$ cat config.mk
export PLATFORM = sky130hd
export DESIGN_NAME = pmmu_arbiter
export DESIGN_NICKNAME = d
export VERILOG_FILES = /design/src/rtl/pmmu_arbiter.sv
export SDC_FILE = /design/constraint.sdc
export NUM_CORES = 1
export LEC_CHECK = 0
export CORE_MARGIN = 1.5
export CORE_UTILIZATION = 41
export DETAILED_ROUTE_END_ITERATION = 12
export PLACE_DENSITY = 0.9
export SLEW_MARGIN = 0
export SYNTH_ARGS = -nofsm -noshare
export SYNTH_HDL_FRONTEND = slang
export SYNTH_SLANG_ARGS = --single-unit
export TNS_END_PERCENT = 1
$ cat constraint.sdc
create_clock -name clk_i -period 2.3 [get_ports clk_i]
set_input_delay 0.345 -clock clk_i [delete_from_list [all_inputs] [get_ports clk_i]]
set_output_delay 0.345 -clock clk_i [all_outputs]
set_load 0.01 [all_outputs]
$ cat src/rtl/pmmu_arbiter.sv
// Shares the single Pmmu port between the CPU datapath and the debug/loader port.
// CPU has fixed priority, debug is forced in after MAX_CPU_WINS grants, accesses time out.
module pmmu_arbiter #(
  parameter int unsigned DATA_WIDTH     = 32,
  parameter int unsigned MAX_CPU_WINS   = 4,
  parameter int unsigned TIMEOUT_CYCLES = 16,
  parameter int unsigned CNT_WIDTH      = 5
) (
  input  logic                  clk_i,
  input  logic                  reset_i,
  input  logic                  cpu_rd_i,
  input  logic                  cpu_wr_i,
  input  logic [DATA_WIDTH-1:0] cpu_addr_i,
  input  logic [DATA_WIDTH-1:0] cpu_wd_i,
  input  logic [2:0]            cpu_funct3_i,
  output logic                  cpu_busy_o,
  output logic                  cpu_done_o,
  output logic [DATA_WIDTH-1:0] cpu_rd_o,
  input  logic                  dbg_req_i,
  input  logic                  dbg_we_i,
  input  logic [DATA_WIDTH-1:0] dbg_addr_i,
  input  logic [DATA_WIDTH-1:0] dbg_wd_i,
  input  logic [2:0]            dbg_funct3_i,
  output logic                  dbg_gnt_o,
  output logic                  dbg_done_o,
  output logic [DATA_WIDTH-1:0] dbg_rd_o,
  output logic [DATA_WIDTH-1:0] pm_addr_o,
  output logic [DATA_WIDTH-1:0] pm_wd_o,
  output logic [2:0]            pm_funct3_o,
  output logic                  pm_rd_o,
  output logic                  pm_wr_o,
  input  logic [DATA_WIDTH-1:0] pm_rd_i,
  input  logic                  pm_rdy_i,
  output logic                  err_o
);

  typedef enum logic [1:0] {
    IDLE     = 2'd0,
    CPU_XFER = 2'd1,
    DBG_XFER = 2'd2,
    DONE     = 2'd3
  } state_t;

  localparam logic [CNT_WIDTH-1:0] WIN_MAX  = CNT_WIDTH'(MAX_CPU_WINS);
  localparam logic [CNT_WIDTH-1:0] TMO_LAST = CNT_WIDTH'(TIMEOUT_CYCLES - 1);
  localparam logic [CNT_WIDTH-1:0] CNT_ONE  = CNT_WIDTH'(1);

  state_t                state_q, state_d;
  logic                  owner_dbg_q, owner_dbg_d;
  logic [CNT_WIDTH-1:0]  win_cnt_q, win_cnt_d;
  logic [CNT_WIDTH-1:0]  tmo_cnt_q, tmo_cnt_d;
  logic [DATA_WIDTH-1:0] pm_addr_q, pm_addr_d;
  logic [DATA_WIDTH-1:0] pm_wd_q, pm_wd_d;
  logic [2:0]            pm_funct3_q, pm_funct3_d;
  logic                  pm_rd_q, pm_rd_d;
  logic                  pm_wr_q, pm_wr_d;
  logic [DATA_WIDTH-1:0] cpu_rd_q, cpu_rd_d;
  logic [DATA_WIDTH-1:0] dbg_rd_q, dbg_rd_d;
  logic                  cpu_done_q, cpu_done_d;
  logic                  dbg_done_q, dbg_done_d;
  logic                  err_q, err_d;
  logic                  dbg_gnt_q, dbg_gnt_d;

  logic cpu_req;
  logic dbg_wins;

  assign cpu_req  = cpu_rd_i | cpu_wr_i;
  assign dbg_wins = dbg_req_i && (!cpu_req || (win_cnt_q == WIN_MAX));

  // Stall the CPU from its request cycle until its own completion cycle.
  assign cpu_busy_o = cpu_req && !((state_q == DONE) && !owner_dbg_q);

  // Next-state and registered-output logic.
  always_comb begin
    state_d     = state_q;
    owner_dbg_d = owner_dbg_q;
    win_cnt_d   = win_cnt_q;
    tmo_cnt_d   = tmo_cnt_q;
    pm_addr_d   = pm_addr_q;
    pm_wd_d     = pm_wd_q;
    pm_funct3_d = pm_funct3_q;
    pm_rd_d     = pm_rd_q;
    pm_wr_d     = pm_wr_q;
    cpu_rd_d    = cpu_rd_q;
    dbg_rd_d    = dbg_rd_q;
    cpu_done_d  = 1'b0;
    dbg_done_d  = 1'b0;
    err_d       = 1'b0;
    dbg_gnt_d   = dbg_gnt_q;

    case (state_q)
      IDLE: begin
        if (dbg_wins) begin
          state_d     = DBG_XFER;
          owner_dbg_d = 1'b1;
          win_cnt_d   = '0;
          pm_addr_d   = dbg_addr_i;
          pm_wd_d     = dbg_wd_i;
          pm_funct3_d = dbg_funct3_i;
          pm_wr_d     = dbg_we_i;
          pm_rd_d     = !dbg_we_i;
          dbg_gnt_d   = 1'b1;
        end else if (cpu_req) begin
          state_d     = CPU_XFER;
          owner_dbg_d = 1'b0;
          pm_addr_d   = cpu_addr_i;
          pm_wd_d     = cpu_wd_i;
          pm_funct3_d = cpu_funct3_i;
          // Write wins when both CPU strobes are high.
          pm_wr_d     = cpu_wr_i;
          pm_rd_d     = !cpu_wr_i;
          if (!dbg_req_i) begin
            win_cnt_d = '0;
          end else if (win_cnt_q != WIN_MAX) begin
            win_cnt_d = win_cnt_q + CNT_ONE;
          end
        end
      end

      CPU_XFER, DBG_XFER: begin
        tmo_cnt_d = tmo_cnt_q + CNT_ONE;
        if (pm_rdy_i || (tmo_cnt_q == TMO_LAST)) begin
          state_d    = DONE;
          pm_rd_d    = 1'b0;
          pm_wr_d    = 1'b0;
          cpu_done_d = !owner_dbg_q;
          dbg_done_d = owner_dbg_q;
          err_d      = !pm_rdy_i;
          if (owner_dbg_q) begin
            dbg_rd_d = pm_rdy_i ? pm_rd_i : '0;
          end else begin
            cpu_rd_d = pm_rdy_i ? pm_rd_i : '0;
          end
        end
      end

      DONE: begin
        state_d   = IDLE;
        tmo_cnt_d = '0;
        dbg_gnt_d = 1'b0;
      end

      default: state_d = IDLE;
    endcase
  end

  // State and output registers.
  always_ff @(posedge clk_i) begin
    if (reset_i) begin
      state_q     <= IDLE;
      owner_dbg_q <= 1'b0;
      win_cnt_q   <= '0;
      tmo_cnt_q   <= '0;
      pm_addr_q   <= '0;
      pm_wd_q     <= '0;
      pm_funct3_q <= '0;
      pm_rd_q     <= 1'b0;
      pm_wr_q     <= 1'b0;
      cpu_rd_q    <= '0;
      dbg_rd_q    <= '0;
      cpu_done_q  <= 1'b0;
      dbg_done_q  <= 1'b0;
      err_q       <= 1'b0;
      dbg_gnt_q   <= 1'b0;
    end else begin
      state_q     <= state_d;
      owner_dbg_q <= owner_dbg_d;
      win_cnt_q   <= win_cnt_d;
      tmo_cnt_q   <= tmo_cnt_d;
      pm_addr_q   <= pm_addr_d;
      pm_wd_q     <= pm_wd_d;
      pm_funct3_q <= pm_funct3_d;
      pm_rd_q     <= pm_rd_d;
      pm_wr_q     <= pm_wr_d;
      cpu_rd_q    <= cpu_rd_d;
      dbg_rd_q    <= dbg_rd_d;
      cpu_done_q  <= cpu_done_d;
      dbg_done_q  <= dbg_done_d;
      err_q       <= err_d;
      dbg_gnt_q   <= dbg_gnt_d;
    end
  end

  assign pm_addr_o   = pm_addr_q;
  assign pm_wd_o     = pm_wd_q;
  assign pm_funct3_o = pm_funct3_q;
  assign pm_rd_o     = pm_rd_q;
  assign pm_wr_o     = pm_wr_q;
  assign cpu_rd_o    = cpu_rd_q;
  assign dbg_rd_o    = dbg_rd_q;
  assign cpu_done_o  = cpu_done_q;
  assign dbg_done_o  = dbg_done_q;
  assign err_o       = err_q;
  assign dbg_gnt_o   = dbg_gnt_q;

endmodule

[After elaboration in Yosys (flattened, before gate mapping)]
Cells that the tools add are included.
Word-level totals
  bits in registers: 150
  bits of input ports: 173
  output and inout port bits: 138
  logic and storage cells: 83
Operators by class
  $add $sub $neg: 2
  equality and inequality tests: 10
  muxes and demuxes: 27
  bitwise logic cells: 4
  reduce and logical (&&, ||, !) cells: 25
Operators by type and width (number)
  $mux 32: 5
  $mux 5: 4
  $reduce_and 3->1: 4
  $add 5x1->5 const B: 2
  $pmux 5 s2: 1
  $mux 1: 8
  $reduce_bool 2->1: 4
  $logic_not 1->1: 6
  $mux 2: 3
  $mux 3: 2
  $pmux 1 s2: 3
  $pmux 2 s3: 1
  $reduce_and 2->1: 3
  $eq 5x3->1 const B: 1
  $eq 5x4->1 const B: 1
  $ne 5x3->1 const B: 1
  $eq 2x2->1 const B: 2
  $ne 2x2->1 const B: 2
  $logic_and 1x1->1: 3
  $ne 3x1->1 const B: 1
  $ne 3x3->1 const B: 1
  $not 1->1: 3
  $reduce_or 3->1: 1
  $eq 2x1->1 const B: 1
  other kinds (4): 5

[Depth between registers and ports, before layout]
  depth after elaboration: 6
  depth in mapped cells: 9

[Worst setup path before layout]
OpenSTA, ideal clock, no wires.
  path type: reg2reg
  from: register tmo_cnt_q[0]
  to: register dbg_rd_q[22], in the netlist dbg_rd_o[22]
  setup time: 70 ps
  arrival time: 1829 ps
  required time: 2230 ps
  slack: 401 ps
  stages on the path, launching flop included: 10
  clock period less this slack: 1899 ps
  cell sequence: dfxtp_1 ha_1 and3_1 ha_1 o21ai_0 or2_2 buf_2 buf_2 nand2_1 a21oi_1
Between the ends
  cells in the longest elaborated chain, start to end: 3
RTL lines
  start, declared: line 51  | logic [CNT_WIDTH-1:0] tmo_cnt_q, tmo_cnt_d;
  start signal, assigned: line 169  | tmo_cnt_q <= tmo_cnt_d;
  $eq 5x4->1: line 122  | if (pm_rdy_i || (tmo_cnt_q == TMO_LAST)) begin
  $logic_or 1x1->1: line 122
  $reduce_and 3->1 (no line)
  end signal, assigned: line 176  | dbg_rd_q <= dbg_rd_d;
  end, declared: line 58  | logic [DATA_WIDTH-1:0] dbg_rd_q, dbg_rd_d;
No other way between the ends.
A chain may end at the register's enable or synchronous reset.

[Final worst setup path]
  from: register state_q[0]
  to: output port cpu_busy_o
Between the ends
  cells in the longest elaborated chain, start to end: 4
RTL lines
  start, declared: line 48  | state_t state_q, state_d;
  start signal, assigned: line 166  | state_q <= state_d;
  $eq 2x2->1: line 71  | assign cpu_busy_o = cpu_req && !((state_q == DONE) && !owner_dbg_q);
  $logic_and 1x1->1: line 71
  $logic_not 1->1: line 71
  $logic_and 1x1->1: line 71
  end, declared: line 16  | output logic cpu_busy_o,
No other way between the ends.

==> results.md <==
- Final Hold Violating Endpoints: 0
- Max Freq: 0.449 GHz
- Utilization after layout: 66.6%
- Area leader, netlist: dfxtp_1
- Clock Root Buffer: clkbuf_16
- Initial Utilization: 41.8%
- Initial DRT Pass Iterations: 5
- Placement Rows: 46
- Critical path capture point type: primary output
- I/O pin count: 311
- Yosys warning total: 0
- Run status: finished, final reports clean
- Slew margin rel.: 62.7%
- Total GRT Usage: 25.2%
- Nets: 1238
- Yosys top cell area share: 45.4%
- DP Wirelength: 15300 um
- Area Overhead vs Synth: 59.5%
- Register bit total from synthesis: 150
- Wirelength per Cell: 17.3 um
- CTS clock-pin slew for the worst setup and hold paths: 0.06 ns
- DR vias/cell: 5.42
- Hold Crit Class: primary input to flip-flop
- Initial antenna violation count: 0
- I/O Buffers: 310
- Sequential Power Share: 31.4%
- Die area: 0.0169 sq mm
- Diode count: 0
- Tightest Pin Transition: 0.557 ns
- Total clock sinks: 150
- CP max-delay cell: clkdlybuf4s50_1
- Final setup TNS: 0 ns
- Most common cell in the netlist: dfxtp_1
- Minimum clock period: 2.23 ns
- Synthesized area per cell: 8.46 sq um
- Internal: 0.00710 W
- Fraction of registers with async set or reset after synthesis: 0%
- Layout Skew: 0.00618 ns
- Period Utilization, post-route: 96.8%
- Placer Congestion: 0.865
- Top post-synthesis cells by area: dfxtp_1, nor4_2, nor3_1
- Synth Cell Area: 0.00662 sq mm
- Final Max Slew Viols: 0
- Setup crit start kind: flip-flop
- Die H: 130 um
- Post-synth EDFFs: 0
- Later-pin clock latency in the skew report: 0.43 ns
- Crit-path max cell delay: 0.56 ns
- Peak supply drop: 665 uV
- Clock power share: 25.4%
- Syn_nets: 962
- H-tree lvl count: 4
- Pleak: 3.61 nW
- First-pass GRT wire length: 32900 um
- Seq/Total Area, Yosys: 45.4%
- Post-Route WL: 22300 um
- Switching pwr: 0.00411 W
- RSZ-0062 raised after global routing: no
- Synth Instances: 782
- Critical path class: flip-flop to primary output
- Final ANT Viol Nets: 0
- TritonCTS clock tree: done
- Post-CTS Setup Inserts: 0
- Core area: 0.0158 sq mm
- DIE WIDTH: 130 um
- Layout cells sized above 1: 12.8%
- Comb pwr share: 43.2%
- Worst path required time: 1.96 ns
- Vias: 6971
- Clock Path Buffers: 2
- # hold bufs at CTS: 0
- Cell area after layout: 0.0105 sq mm
- Data arrival, critical path: 1.88 ns
- Critical path cell sequence: ha_1 -> a21oi_1 -> clkdlybuf4s50_1
- Max-cap check violation count: 0
- PD cells: 1060 mW/mm^2
- CTS Buf Count: 17
- Largest net degree at the start of global routing: 71
- Synth cell types: 41
- Ys flop type: dfxtp_1
- Iter 0 DRT Violations: 400
- Final setup violation count: 0
- GRT overflow: 0
- Sw frac: 36.7%
- Crit-path max FO: 10
- Drt drc: 0
- Vias in the first global route: 6446
- DP Area: 0.00994 sq mm
- Synth top cells by count: dfxtp_1, nor3_1, nor2_1
-- metrics by stage --
step | instances | hold slack [ns] | setup slack (ns) | total power, W
floorplan | 782 | 0.454 | 0.401 | 0.00622
global placement | 1255 | 0.441 | 0.153 | 0.00822
detailed placement | 1255 | 0.446 | 0.0910 | 0.00836
CTS | 1287 | 0.328 | 0.0745 | 0.0113
global route | 1287 | 0.345 | 0.0185 | 0.0118
finish | 1287 | 0.325 | 0.0727 | 0.0112
-- power groups by stage --
stage          Combinational, W  Sequential [W]  Clock, W
2_1_floorplan           0.00241         0.00381         0
3_3_place_gp            0.00468         0.00354         0
3_5_place_dp            0.00479         0.00357         0
4_1_cts                 0.00484         0.00352   0.00290
5_1_grt                 0.00520         0.00358   0.00301
6_report                0.00484         0.00352   0.00285
-- worst paths after layout --
check               start            to  slack, ns  cells past startpoint
max reg2reg  tmo_cnt_q[0]   dbg_rd_o[0]       0.19                      9
min reg2reg  cpu_rd_o[23]  cpu_rd_o[23]       0.45                      2
min               reset_i  tmo_cnt_q[0]       0.33                      2
max            state_q[0]    cpu_busy_o       0.07                      3
-- metal layers --
metal / wire length, um / up-vias / global-route usage, %
li1: - / 3321 / -
met1: 8640 / 3269 / 28.8
met2: 11000 / 298 / 42.3
met3: 1440 / 83 / 6.11
met4: 1170 / 0 / 15.9
met5: 0 / - / 0
-- repair_timing --
item | 4_1_cts | 5_1_grt
endpoints found under the setup margin | 0 | 13
resized for setup | 0 | 2
hold endpoints to repair | 0 | 0
-- area by class of cell --
class	instances	area, sq um
Sequential cell	150	3000
Inverter	7	26.3
Fill cell	1221	5280
Clock inverter	14	165
Tap cell	216	270
Timing Repair Buffer	336	3410
Clock buffer	18	439
Multi-Input combinational cell	546	3230
-- registers in the layout, indices dropped and copies added, names as in the netlist --
| register | flops |
|---|---|
| dbg_done_o | 1 |
| cpu_done_o | 1 |
| pm_wr_o | 1 |
| pm_rd_o | 1 |
| dbg_gnt_o | 1 |
| err_o | 1 |
| pm_wd_o | 32 |
| owner_dbg_q | 1 |
| pm_funct3_o | 3 |
| dbg_rd_o | 32 |
| pm_addr_o | 32 |
| state_q | 2 |
| tmo_cnt_q | 5 |
| cpu_rd_o | 32 |
| win_cnt_q | 5 |
-- worst max-delay path: cells and delay by family (launching register included) --
family | cells | cell delay (ns)
buffers and inverters | 1 | 0.56
adders and majority gates | 1 | 0.36
DFF | 1 | 0.33
AOI/OAI and AO/OA | 1 | 0.21
-- cell usage in the layout (no fill, tap or decap), types with 2 or more instances in the layout --
cell type / n
a211oi_1: 2
a21oi_1: 74
a22oi_1: 2
a31oi_1: 2
buf_12: 9
buf_4: 15
buf_6: 3
bufinv_16: 2
clkbuf_16: 17
clkdlybuf4s50_1: 308
clkinv_4: 2
clkinvlp_4: 4
dfxtp_1: 150
ha_1: 7
inv_1: 7
inv_6: 4
inv_8: 2
nand2_1: 72
nand2b_1: 4
nand3_1: 66
nand4_1: 2
nor2_1: 83
nor2_2: 2
nor3_1: 138
nor4_2: 67
o21ai_0: 3
xor2_1: 2
-- logic make-up (layout without fill, tap and decap cells) --
family	Yosys count	in the layout	share of synthesized area, %
DFF	150	150	45.4
AOI/OAI and AO/OA	95	95	8.13
buffers and inverters	86	375	6.20
and+or+nand+nor	442	442	38.7
xor gates and xnor gates	2	2	0.265
adders and majority gates	7	7	1.32
Power figures use the tool's default switching activity.
